## src/rtl/pf_lpddr3_lane_dly_ctrl_pkg.sv

```systemverilog
// Shared encodings for the LPDDR3 lane delay-line sequencer: command ops, FSM states, direction.
// Pure declarations; no timing or handshake behaviour.
package pf_lpddr3_dly_pkg;

   typedef enum logic [1:0] {
      OP_LOAD = 2'b00,
      OP_ABS  = 2'b01,
      OP_INC  = 2'b10,
      OP_DEC  = 2'b11
   } dly_op_e;

   typedef enum logic [2:0] {
      S_IDLE  = 3'd0,
      S_SETUP = 3'd1,
      S_PULSE = 3'd2,
      S_WAIT  = 3'd3,
      S_DONE  = 3'd4
   } dly_state_e;

   localparam logic DIR_INC = 1'b1;
   localparam logic DIR_DEC = 1'b0;

   // A single lane still needs a one-bit select so out-of-range lanes stay encodable.
   function automatic int lane_w(input int n);
      return (n > 1) ? $clog2(n) : 1;
   endfunction

endpackage

```

## src/rtl/pf_lpddr3_lane_dly_ctrl_if.sv

```systemverilog
// Command/completion handshake plus IOD delay-line pins between fabric training logic and the sequencer.
// Signals only; slave is the sequencer, master is the training logic / IOD side.
interface pf_lpddr3_lane_dly_ctrl_if
   import pf_lpddr3_dly_pkg::*;
#(
   parameter int NUM_LANES = 2,
   parameter int TAP_W     = 8
);
   localparam int LANE_W = lane_w(NUM_LANES);

   logic                       cmd_valid;
   logic                       cmd_ready;
   logic [LANE_W-1:0]          cmd_lane;
   logic [1:0]                 cmd_op;
   logic [TAP_W-1:0]           cmd_val;
   logic                       done_valid;
   logic                       done_err;
   logic [TAP_W-1:0]           done_tap;
   logic [NUM_LANES*TAP_W-1:0] tap_cur;
   logic [NUM_LANES-1:0]       delay_line_load;
   logic [NUM_LANES-1:0]       delay_line_move;
   logic [NUM_LANES-1:0]       delay_line_direction;
   logic [NUM_LANES-1:0]       delay_line_out_of_range;

   modport slave (
      input  cmd_valid, cmd_lane, cmd_op, cmd_val, delay_line_out_of_range,
      output cmd_ready, done_valid, done_err, done_tap, tap_cur,
             delay_line_load, delay_line_move, delay_line_direction
   );

   modport master (
      output cmd_valid, cmd_lane, cmd_op, cmd_val, delay_line_out_of_range,
      input  cmd_ready, done_valid, done_err, done_tap, tap_cur,
             delay_line_load, delay_line_move, delay_line_direction
   );

endinterface

```

## src/rtl/pf_lpddr3_lane_dly_ctrl_tapfile.sv

```systemverilog
// Per-lane tap register file, one write port, one combinational read port, reset to INIT_TAP.
// Write takes effect on the next edge; no backpressure.
module pf_lpddr3_dly_tapfile #(
   parameter int NUM_LANES = 2,
   parameter int TAP_W     = 8,
   parameter int INIT_TAP  = 1,
   parameter int LANE_W    = 1
) (
   input  logic                       clk,
   input  logic                       rst_n,
   input  logic                       wr_en,
   input  logic [LANE_W-1:0]          wr_lane,
   input  logic [TAP_W-1:0]           wr_dat,
   input  logic [LANE_W-1:0]          rd_lane,
   output logic [TAP_W-1:0]           rd_dat,
   output logic [NUM_LANES*TAP_W-1:0] tap_flat
);
   localparam logic [TAP_W-1:0] INIT_T = TAP_W'(INIT_TAP);

   logic [TAP_W-1:0] tap_q [NUM_LANES];

   always_ff @(posedge clk or negedge rst_n) begin
      if (!rst_n) begin
         for (int i = 0; i < NUM_LANES; i++) tap_q[i] <= INIT_T;
      end else if (wr_en) begin
         for (int i = 0; i < NUM_LANES; i++) begin
            if (wr_lane == LANE_W'(i)) tap_q[i] <= wr_dat;
         end
      end
   end

   // An unpopulated lane index reads back as zero.
   always_comb begin
      rd_dat = '0;
      for (int i = 0; i < NUM_LANES; i++) begin
         if (rd_lane == LANE_W'(i)) rd_dat = tap_q[i];
      end
   end

   for (genvar g = 0; g < NUM_LANES; g++) begin : g_flat
      assign tap_flat[g*TAP_W +: TAP_W] = tap_q[g];
   end

endmodule

```

## src/rtl/pf_lpddr3_lane_dly_ctrl.sv

```systemverilog
// Sequences tap commands into spaced single-cycle LOAD/MOVE pulses per IOD lane with clamping.
// DONE in cycle 2 + steps*(1+SETTLE_CYC) after accept; one command at a time, CMD_READY only in IDLE.
module pf_lpddr3_lane_dly_ctrl
   import pf_lpddr3_dly_pkg::*;
#(
   parameter int NUM_LANES  = 2,
   parameter int TAP_W      = 8,
   parameter int MAX_TAP    = 255,
   parameter int INIT_TAP   = 1,
   parameter int SETTLE_CYC = 3
) (
   input logic                      FAB_CLK,
   input logic                      ARST_N,
   pf_lpddr3_lane_dly_ctrl_if.slave bus
);
   localparam int LANE_W = lane_w(NUM_LANES);
   localparam int WCNT_W = (SETTLE_CYC > 1) ? $clog2(SETTLE_CYC) : 1;
   localparam logic [WCNT_W-1:0] WCNT_LAST = WCNT_W'(SETTLE_CYC - 1);
   localparam logic [TAP_W-1:0]  MAX_T     = TAP_W'(MAX_TAP);
   localparam logic [TAP_W-1:0]  INIT_T    = TAP_W'(INIT_TAP);
   localparam logic [TAP_W-1:0]  ONE_T     = TAP_W'(1);
   localparam logic [LANE_W:0]   LANE_LIM  = (LANE_W+1)'(NUM_LANES);

   dly_state_e           state_q, state_d;
   dly_op_e              op_q, op_d;
   logic [LANE_W-1:0]    lane_q, lane_d;
   logic [TAP_W-1:0]     val_q, val_d;
   logic [TAP_W-1:0]     steps_q, steps_d;
   logic                 err_q, err_d;
   logic [WCNT_W-1:0]    wcnt_q, wcnt_d;
   logic [NUM_LANES-1:0] dir_q, dir_d;
   logic                 ready_q;

   logic                 lane_ok;
   logic [NUM_LANES-1:0] lane_oh;
   logic [TAP_W-1:0]     rd_tap;
   logic                 cur_dir;
   logic                 oor_hit;
   logic                 tap_we;
   logic [TAP_W-1:0]     tap_wd;
   logic [TAP_W-1:0]     steps_set;
   logic                 err_set;
   logic                 dir_set;
   logic [TAP_W-1:0]     headroom;
   logic                 is_pulse;

   assign lane_ok = ({1'b0, lane_q} < LANE_LIM);

   always_comb begin
      lane_oh = '0;
      for (int i = 0; i < NUM_LANES; i++) lane_oh[i] = (lane_q == LANE_W'(i));
   end

   assign cur_dir = |(dir_q & lane_oh);
   assign oor_hit = |(bus.delay_line_out_of_range & lane_oh);

   pf_lpddr3_dly_tapfile #(
      .NUM_LANES (NUM_LANES),
      .TAP_W     (TAP_W),
      .INIT_TAP  (INIT_TAP),
      .LANE_W    (LANE_W)
   ) u_tapfile (
      .clk      (FAB_CLK),
      .rst_n    (ARST_N),
      .wr_en    (tap_we),
      .wr_lane  (lane_q),
      .wr_dat   (tap_wd),
      .rd_lane  (lane_q),
      .rd_dat   (rd_tap),
      .tap_flat (bus.tap_cur)
   );

   // Step planning from the latched command; clamped requests still move as far as legal.
   always_comb begin
      steps_set = '0;
      err_set   = 1'b0;
      dir_set   = DIR_INC;
      headroom  = MAX_T - rd_tap;
      case (op_q)
         OP_LOAD: steps_set = ONE_T;
         OP_ABS: begin
            if (val_q > MAX_T) begin
               err_set = 1'b1;
            end else if (val_q >= rd_tap) begin
               steps_set = val_q - rd_tap;
            end else begin
               steps_set = rd_tap - val_q;
               dir_set   = DIR_DEC;
            end
         end
         OP_INC: begin
            if (val_q > headroom) begin
               steps_set = headroom;
               err_set   = 1'b1;
            end else begin
               steps_set = val_q;
            end
         end
         OP_DEC: begin
            dir_set = DIR_DEC;
            if (val_q > rd_tap) begin
               steps_set = rd_tap;
               err_set   = 1'b1;
            end else begin
               steps_set = val_q;
            end
         end
         default: steps_set = '0;
      endcase
      if (!lane_ok) begin
         steps_set = '0;
         err_set   = 1'b1;
      end
   end

   always_comb begin
      state_d = state_q;
      op_d    = op_q;
      lane_d  = lane_q;
      val_d   = val_q;
      steps_d = steps_q;
      err_d   = err_q;
      wcnt_d  = wcnt_q;
      dir_d   = dir_q;
      tap_we  = 1'b0;
      tap_wd  = rd_tap;
      case (state_q)
         S_IDLE: begin
            if (bus.cmd_valid && ready_q) begin
               lane_d  = bus.cmd_lane;
               op_d    = dly_op_e'(bus.cmd_op);
               val_d   = bus.cmd_val;
               err_d   = 1'b0;
               state_d = S_SETUP;
            end
         end
         S_SETUP: begin
            steps_d = steps_set;
            err_d   = err_set;
            if (op_q != OP_LOAD) begin
               dir_d = (dir_q & ~lane_oh) | (lane_oh & {NUM_LANES{dir_set}});
            end
            state_d = (steps_set == '0) ? S_DONE : S_PULSE;
         end
         S_PULSE: begin
            wcnt_d  = '0;
            state_d = S_WAIT;
         end
         S_WAIT: begin
            if (wcnt_q != WCNT_LAST) begin
               wcnt_d = wcnt_q + 1'b1;
            end else if (op_q == OP_LOAD) begin
               tap_we  = 1'b1;
               tap_wd  = INIT_T;
               steps_d = '0;
               state_d = S_DONE;
            end else if (oor_hit) begin
               err_d   = 1'b1;
               state_d = S_DONE;
            end else begin
               tap_we  = 1'b1;
               tap_wd  = cur_dir ? (rd_tap + 1'b1) : (rd_tap - 1'b1);
               steps_d = steps_q - 1'b1;
               state_d = (steps_q == ONE_T) ? S_DONE : S_PULSE;
            end
         end
         S_DONE:  state_d = S_IDLE;
         default: state_d = S_IDLE;
      endcase
   end

   always_ff @(posedge FAB_CLK or negedge ARST_N) begin
      if (!ARST_N) begin
         state_q <= S_IDLE;
         op_q    <= OP_LOAD;
         lane_q  <= '0;
         val_q   <= '0;
         steps_q <= '0;
         err_q   <= 1'b0;
         wcnt_q  <= '0;
         dir_q   <= '0;
         ready_q <= 1'b0;
      end else begin
         state_q <= state_d;
         op_q    <= op_d;
         lane_q  <= lane_d;
         val_q   <= val_d;
         steps_q <= steps_d;
         err_q   <= err_d;
         wcnt_q  <= wcnt_d;
         dir_q   <= dir_d;
         ready_q <= (state_d == S_IDLE);
      end
   end

   // Pulses decode straight from the state register so an async reset kills them immediately.
   assign is_pulse                 = (state_q == S_PULSE);
   assign bus.cmd_ready            = ready_q;
   assign bus.delay_line_load      = (is_pulse && op_q == OP_LOAD) ? lane_oh : '0;
   assign bus.delay_line_move      = (is_pulse && op_q != OP_LOAD) ? lane_oh : '0;
   assign bus.delay_line_direction = dir_q;
   assign bus.done_valid           = (state_q == S_DONE);
   assign bus.done_err             = bus.done_valid & err_q;
   assign bus.done_tap             = (bus.done_valid && lane_ok) ? rd_tap : '0;

endmodule

```

## src/flat_wrapper.sv

```systemverilog
// flat-port wrapper written by rule: the top's interface ports become plain ports
module pf_lpddr3_lane_dly_ctrl_flat import pf_lpddr3_dly_pkg::*;
#(
   parameter int NUM_LANES  = 2,
   parameter int TAP_W      = 8,
   parameter int MAX_TAP    = 255,
   parameter int INIT_TAP   = 1,
   parameter int SETTLE_CYC = 3
)
  (FAB_CLK, ARST_N, bus_cmd_valid, bus_cmd_lane, bus_cmd_op, bus_cmd_val, bus_delay_line_out_of_range, bus_cmd_ready, bus_done_valid, bus_done_err, bus_done_tap, bus_tap_cur, bus_delay_line_load, bus_delay_line_move, bus_delay_line_direction);
  pf_lpddr3_lane_dly_ctrl_if #(.NUM_LANES(NUM_LANES), .TAP_W(TAP_W)) bus_i ();
  input logic FAB_CLK;
  input logic ARST_N;
  input wire logic [$bits(bus_i.cmd_valid)-1:0] bus_cmd_valid;
  input wire logic [$bits(bus_i.cmd_lane)-1:0] bus_cmd_lane;
  input wire logic [$bits(bus_i.cmd_op)-1:0] bus_cmd_op;
  input wire logic [$bits(bus_i.cmd_val)-1:0] bus_cmd_val;
  input wire logic [$bits(bus_i.delay_line_out_of_range)-1:0] bus_delay_line_out_of_range;
  output wire logic [$bits(bus_i.cmd_ready)-1:0] bus_cmd_ready;
  output wire logic [$bits(bus_i.done_valid)-1:0] bus_done_valid;
  output wire logic [$bits(bus_i.done_err)-1:0] bus_done_err;
  output wire logic [$bits(bus_i.done_tap)-1:0] bus_done_tap;
  output wire logic [$bits(bus_i.tap_cur)-1:0] bus_tap_cur;
  output wire logic [$bits(bus_i.delay_line_load)-1:0] bus_delay_line_load;
  output wire logic [$bits(bus_i.delay_line_move)-1:0] bus_delay_line_move;
  output wire logic [$bits(bus_i.delay_line_direction)-1:0] bus_delay_line_direction;
  assign bus_i.cmd_valid = bus_cmd_valid;
  assign bus_i.cmd_lane = bus_cmd_lane;
  assign bus_i.cmd_op = bus_cmd_op;
  assign bus_i.cmd_val = bus_cmd_val;
  assign bus_i.delay_line_out_of_range = bus_delay_line_out_of_range;
  assign bus_cmd_ready = bus_i.cmd_ready;
  assign bus_done_valid = bus_i.done_valid;
  assign bus_done_err = bus_i.done_err;
  assign bus_done_tap = bus_i.done_tap;
  assign bus_tap_cur = bus_i.tap_cur;
  assign bus_delay_line_load = bus_i.delay_line_load;
  assign bus_delay_line_move = bus_i.delay_line_move;
  assign bus_delay_line_direction = bus_i.delay_line_direction;
  pf_lpddr3_lane_dly_ctrl #(.NUM_LANES(NUM_LANES), .TAP_W(TAP_W), .MAX_TAP(MAX_TAP), .INIT_TAP(INIT_TAP), .SETTLE_CYC(SETTLE_CYC)) u_core (.FAB_CLK(FAB_CLK), .ARST_N(ARST_N), .bus(bus_i));
endmodule
```

## config.mk

```make
export PLATFORM = sky130hd
export DESIGN_NAME = pf_lpddr3_lane_dly_ctrl_flat
export DESIGN_NICKNAME = d
export VERILOG_FILES = /design/src/rtl/pf_lpddr3_lane_dly_ctrl_pkg.sv /design/src/rtl/pf_lpddr3_lane_dly_ctrl_if.sv /design/src/rtl/pf_lpddr3_lane_dly_ctrl_tapfile.sv /design/src/rtl/pf_lpddr3_lane_dly_ctrl.sv /design/src/flat_wrapper.sv
export SDC_FILE = /design/constraint.sdc
export NUM_CORES = 1
export LEC_CHECK = 0
export BUFFER_PORTS_ARGS = -buffer_cell sky130_fd_sc_hd__buf_4
export CORE_AREA = 3 3 98 100
export CTS_CLUSTER_DIAMETER = 150
export DETAILED_ROUTE_END_ITERATION = 6
export DIE_AREA = 0 0 101 103
export GPL_ROUTABILITY_DRIVEN = 0
export PLACE_DENSITY_LB_ADDON = 0.08
export SLEW_MARGIN = 10
export SYNTH_ARGS = -nofsm -noshare
export SYNTH_HDL_FRONTEND = slang
export SYNTH_SLANG_ARGS = --single-unit
```

## constraint.sdc

```tcl
create_clock -name FAB_CLK -period 4.5 [get_ports FAB_CLK]
set_input_delay 0 -clock FAB_CLK [delete_from_list [all_inputs] [get_ports FAB_CLK]]
set_output_delay 0 -clock FAB_CLK [all_outputs]
set_load 0.03 [all_outputs]
```

# After elaboration in Yosys (flattened, before gate mapping)
# Cells that the tools add are included.
op_classes:
  add_sub_neg: 7
  magnitude_cmp: 4
  n_eq_ne: 15
  n_mux: 43
  n_bitwise: 8
  n_reduce_logical: 20
ops:
  columns: ["op", "count"]
  rows:
  - ["2-to-1 mux 8 bit", 14]
  - ["case mux 8 bit (4 select lines)", 1]
  - ["2-to-1 mux 3 bit", 6]
  - ["> comparator 8 bit", 2]
  - ["case mux 8 bit (2 select lines)", 1]
  - ["subtractor 8 x 1 -> 8 bit, second input constant", 2]
  - ["subtractor 8 bit", 2]
  - ["2-to-1 mux 1 bit", 13]
  - ["case mux 3 bit (4 select lines)", 1]
  - ["AND reduction 2 bit", 5]
  - ["adder 8 x 1 -> 8 bit, second input constant", 1]
  - ["bitwise AND 2 bit", 4]
  - ["== test 8 x 1 -> 1 bit, second input constant", 1]
  - [">= comparator 8 bit", 1]
  - ["> comparator 8 bit, second input constant", 1]
  - ["zero test 8 bit", 1]
  - ["subtractor 8 bit, first input constant", 1]
  - ["== test 3 x 2 -> 1 bit, second input constant", 2]
  - ["zero test 3 bit", 2]
  - ["2-to-1 mux 2 bit", 3]
  - ["!= test 2 x 1 -> 1 bit, second input constant", 3]
  - ["!= test 2 bit, second input constant", 3]
  - ["case mux 1 bit (3 select lines)", 2]
  - ["nonzero test 2 bit", 3]
  - ["other kinds (18)", 22]
totals:
  regBits: 44
  out_inout_bits: 33

# Depth between registers and ports, before layout
depth:
  ltp_word: 9
  depth_mapped: 14
  mapped_depth_nobuf: 13

# Modules after synthesis
# From an unflattened synthesis, not the netlist that was laid out.
hier_totals:
  hier_cells: 430
  area_unflattened_um2: 3857.4
modules_own_cells:
  columns: ["mod", "instances", "cells_per_inst", "area_per_inst_um2", "seq_area_each_um2"]
  rows:
  - ["pf_lpddr3_lane_dly_ctrl", 1, 386, 3118.0, 700.7]
  - ["pf_lpddr3_dly_tapfile", 1, 44, 739.5, 402.9]

# Worst setup path before layout
# Ideal clock, no wire load.
synth_path:
  kind: "reg-to-reg"
  start: "register u_core.lane_q"
  end: "register u_core.state_q[1]"
  setup_time_ns: 0.126
  arrival_ns: 4.205
  path_slack_ns: 0.169
  stages_incl_launch_ff: 15
  synth_period_minus_slack_ns: 4.331
  path_cell_list: "dfrtp_1 clkbuf_1 clkbuf_1 mux2i_1 inv_1 ha_1 buf_2 a211o_1 a211o_1 a21oi_4 mux2_2 a21oi_1 o21ai_0 or4b_1 o311a_1"
synth_between:
  elab_chain_len: 8
synth_rtl:
  columns: ["element", "line", "text"]
  rows:
  - ["from (decl)", "pf_lpddr3_lane_dly_ctrl.sv:26", "logic [LANE_W-1:0] lane_q, lane_d;"]
  - ["from (signal assigned)", "pf_lpddr3_lane_dly_ctrl.sv:186", "lane_q <= lane_d;"]
  - ["2-to-1 mux 8 bit", "pf_lpddr3_lane_dly_ctrl_tapfile.sv:36", "if (rd_lane == LANE_W'(i)) rd_dat = tap_q[i];"]
  - ["subtractor 8 bit (tied with other cells)", "pf_lpddr3_lane_dly_ctrl.sv:78", "headroom = MAX_T - rd_tap;"]
  - ["> comparator 8 bit or 2-to-1 mux 8 bit (tied branches)", "pf_lpddr3_lane_dly_ctrl.sv:92, pf_lpddr3_lane_dly_ctrl.sv:84", null]
  - ["2-to-1 mux 8 bit (on tied branches)", "pf_lpddr3_lane_dly_ctrl.sv:92, pf_lpddr3_lane_dly_ctrl.sv:82", null]
  - ["case mux 8 bit (4 select lines)", "pf_lpddr3_lane_dly_ctrl.sv:79", "case (op_q)"]
  - ["zero test 8 bit", "pf_lpddr3_lane_dly_ctrl.sv:143", "state_d = (steps_set == '0) ? S_DONE : S_PULSE;"]
  - ["2-to-1 mux 3 bit", "pf_lpddr3_lane_dly_ctrl.sv:143", null]
  - ["case mux 3 bit (4 select lines) (*)", "pf_lpddr3_lane_dly_ctrl.sv:127", "case (state_q)"]
  - ["via u_core.state_d[1]", "pf_lpddr3_lane_dly_ctrl.sv:24", "dly_state_e state_q, state_d;"]
  - ["to (signal assigned)", "pf_lpddr3_lane_dly_ctrl.sv:184", "state_q <= state_d;"]
  - ["to (decl)", "pf_lpddr3_lane_dly_ctrl.sv:24", null]
# Mark *: on every way through the listed nets, which the timed path passes. The rest lies on a longest branch.
# A chain may end at the register's enable or synchronous reset.

# Worst setup path in the final report
# Ends and elaborated chain as after synthesis.

==> results.cfg <==
[cts]
postCtsSetupRepairBufs = 0
cts_buffers = 5
worstSkewPairLatency_ns = 0.30
cts_buffer_depth = 2
clock-sinks = 44
root_buffer = clkbuf_8
cts_resized = 0
clk_pin_slew_ns = 0.09
htree_levels = 2
hold_buffers = 11
cts_tree = yes

[die]
fp-row-count = 34
fp.dieArea_um2 = 10400
ioPinCount = 49
initial_utilization = 0.430
coreArea_um2 = 8760
chipHeight_um = 103
die_w_um = 101

[final_layout]
regArea_um2 = 1100
final_cell_mix = buf_4 (60), nor2_1 (51), dfrtp_1 (42), nand2_1 (38), ha_1 (37)
fin_cells = 609
n_antenna_cell = 0
drive_gt1_frac = 0.184
nFillCells = 844
fin_util = 0.509
final_nets = 556
multi_input_area_um2 = 2460
mostFrequentLayoutCell = buf_4
area_growth_pct = 18.5

[power_and_ir_drop]
p_per_area_nw_per_um2 = 767
p_leak_nw = 2.18
ir_drop_uv = 290

[sta]
setup_violations = 0
max_slew_margin = 0.604
final.period_utilization = 0.905
rsz0062_at_grt = false
clock_skew_ns = 0.0124
fin_crit_ns = 4.07
worstMarginPinSlew_ns = 0.590
tns_ns = 0
fmax_ghz = 0.246
hold_viol = 0
holdWs_ns = 0.0297
final_max_slew_viol_count = 0

[worst_setup_path]
cp-start-kind = register
required_ns = 4.69
crit_slowest_cell = or4b_1
crit_fanout = 7
path_delay_family = compound AO/OA/AOI/OAI gates
crit_chain = mux2i_1 > inv_1 > ha_1 > inv_1 > fa_1 > a211o_1 > a211o_1 > a21oi_4 > mux2_2 > a21oi_1 > o21ai_0 > or4b_1 > o311a_1
cpPeakStageDelay_ns = 0.55
cp-end-kind = register
crit_type = reg -> reg
path_buf_inv = 2
worst_ep_arrival_time_ns = 4.27

[yosys]
ys_warn_count = 0
ys_types = 60
async_flop_share = 1.00
seq_area_frac_synth = 0.293
syn_inst = 441
synthesis.area_per_instance_um2 = 8.54
synth_nets = 497
syn_area_um2 = 3770
synth_seq_cells = 44
dominantRegCellSynth = dfrtp_1
synth_edf_count = 0

[grt]
grt_pass1_vias = 3255
antenna_found_initial = 0
grt_first_pass_wirelength_mm = 17.0
gr-usage-all-layers = 0.208
grt-ovfl-total = 0
grt_max_degree = 45

[detailed_routing]
ant_nets = 0
vias_per_cell = 5.75
drt-wirelength-per-cell_um = 17.7
wl_mm = 10.8
drtIter0Drc = 278
vias = 3500
drc = 0
drt-pass1-iter-count = 5

[placed_design]
place_hpwl_mm = 8.49
place_inst = 590
io_buffers = 48

[flow_run]
drv_cap = 0

[outcome]
outcome = complete, no violations

[hold_path]
hp-class = in -> reg
==> area by class of cell <==
cell class	instances	area share
multi-input cells	347	0.552
flip-flops and latches	44	0.247
well taps	108	0.0303
inverters	31	0.0261
clock buffers	6	0.0163
repair buffers	71	0.126
clock inverters	2	0.00280
==> kinds of logic after synthesis <==
| kind of cell | count (synthesis) | synth area share |
|---|---|---|
| compound gates | 120 | 0.220 |
| xor+xnor | 8 | 0.0186 |
| fa+ha+maj | 40 | 0.139 |
| buf+inv | 50 | 0.0528 |
| flops | 44 | 0.293 |
| mux | 31 | 0.0874 |
| simple gates | 148 | 0.189 |
==> per-layer routing <==
metal  wire [µm]  global-route usage
met5           0                   0
met4         123              0.0450
met3         410              0.0223
met2        5230               0.359
met1        5000               0.282
==> worst register-to-register path: stages, from the launching register on <==
cell	delay, ns
dfrtp_1	0.52
mux2i_1	0.15
inv_1	0.16
ha_1	0.19
inv_1	0.06
fa_1	0.42
a211o_1	0.30
a211o_1	0.32
a21oi_4	0.33
mux2_2	0.41
a21oi_1	0.14
o21ai_0	0.10
or4b_1	0.55
o311a_1	0.34
==> report_power, final <==
group | switching [W] | total (W) | internal (W) | leakage, nW
registers | 0.000198 | 0.000738 | 0.000540 | 0.542
clock network | 0.000153 | 0.000262 | 0.000109 | 0.0412
logic | 0.00145 | 0.00242 | 0.000975 | 1.60
==> per-stage QoR <==
step	instance area, µm²	setup slack [ns]	power, W
final	4460	0.427	0.00342
after floorplan	3770	0.169	0.00248
after global routing	4460	0.137	0.00372
after global placement	4270	0.519	0.00311
after CTS	4460	0.423	0.00342
after detailed placement	4270	0.459	0.00314
==> flip-flops by register name (all words and copies together) (netlist names), named ones only <==
signal	count
u_core.op_q	2
u_core.val_q	8
u_core.lane_q	1
u_core.wcnt_q	2
u_core.state_q	3
u_core.steps_q	8
u_core.bus.cmd_ready	1
u_core.err_q	1
u_core.u_tapfile.tap_flat	16
==> path summary, 6_finish.rpt <==
path	startpoint	end	slack (ns)	cells past startpoint
max	u_core.lane_q	u_core.state_q[1]	0.43	13
max in group asynchronous	ARST_N	u_core.u_tapfile.tap_flat[10]	3.86	2
min reg2reg	u_core.wcnt_q[0]	u_core.wcnt_q[0]	0.50	1
max reg2reg	u_core.lane_q	u_core.state_q[1]	0.43	13
min in group asynchronous	ARST_N	u_core.val_q[7]	0.22	2
min	bus_cmd_valid	u_core.state_q[0]	0.03	3
==> cell usage after synthesis, drive strengths merged (4+ instances only) <==
cell type	number	area (µm²)
a221o	5	50.1
inv	31	116
and2	4	27.5
o211ai	4	30.0
clkbuf	15	56.3
a221oi	6	52.6
mux2	15	169
o21ai	35	175
buf	4	26.3
a31oi	4	25.0
o22ai	4	25.0
dfrtp	42	1050
a21oi	17	96.4
a211o	5	43.8
nand2b	6	37.5
nor2b	6	37.5
a21o	8	60.1
mux2i	16	160
a22o	4	35.0
ha	37	463
nand2	38	143
xnor2	5	43.8
nor4	6	52.6
nor3	9	45.0
nor2	52	198
nand3	10	50.1
Power figures use the tool's default switching activity.
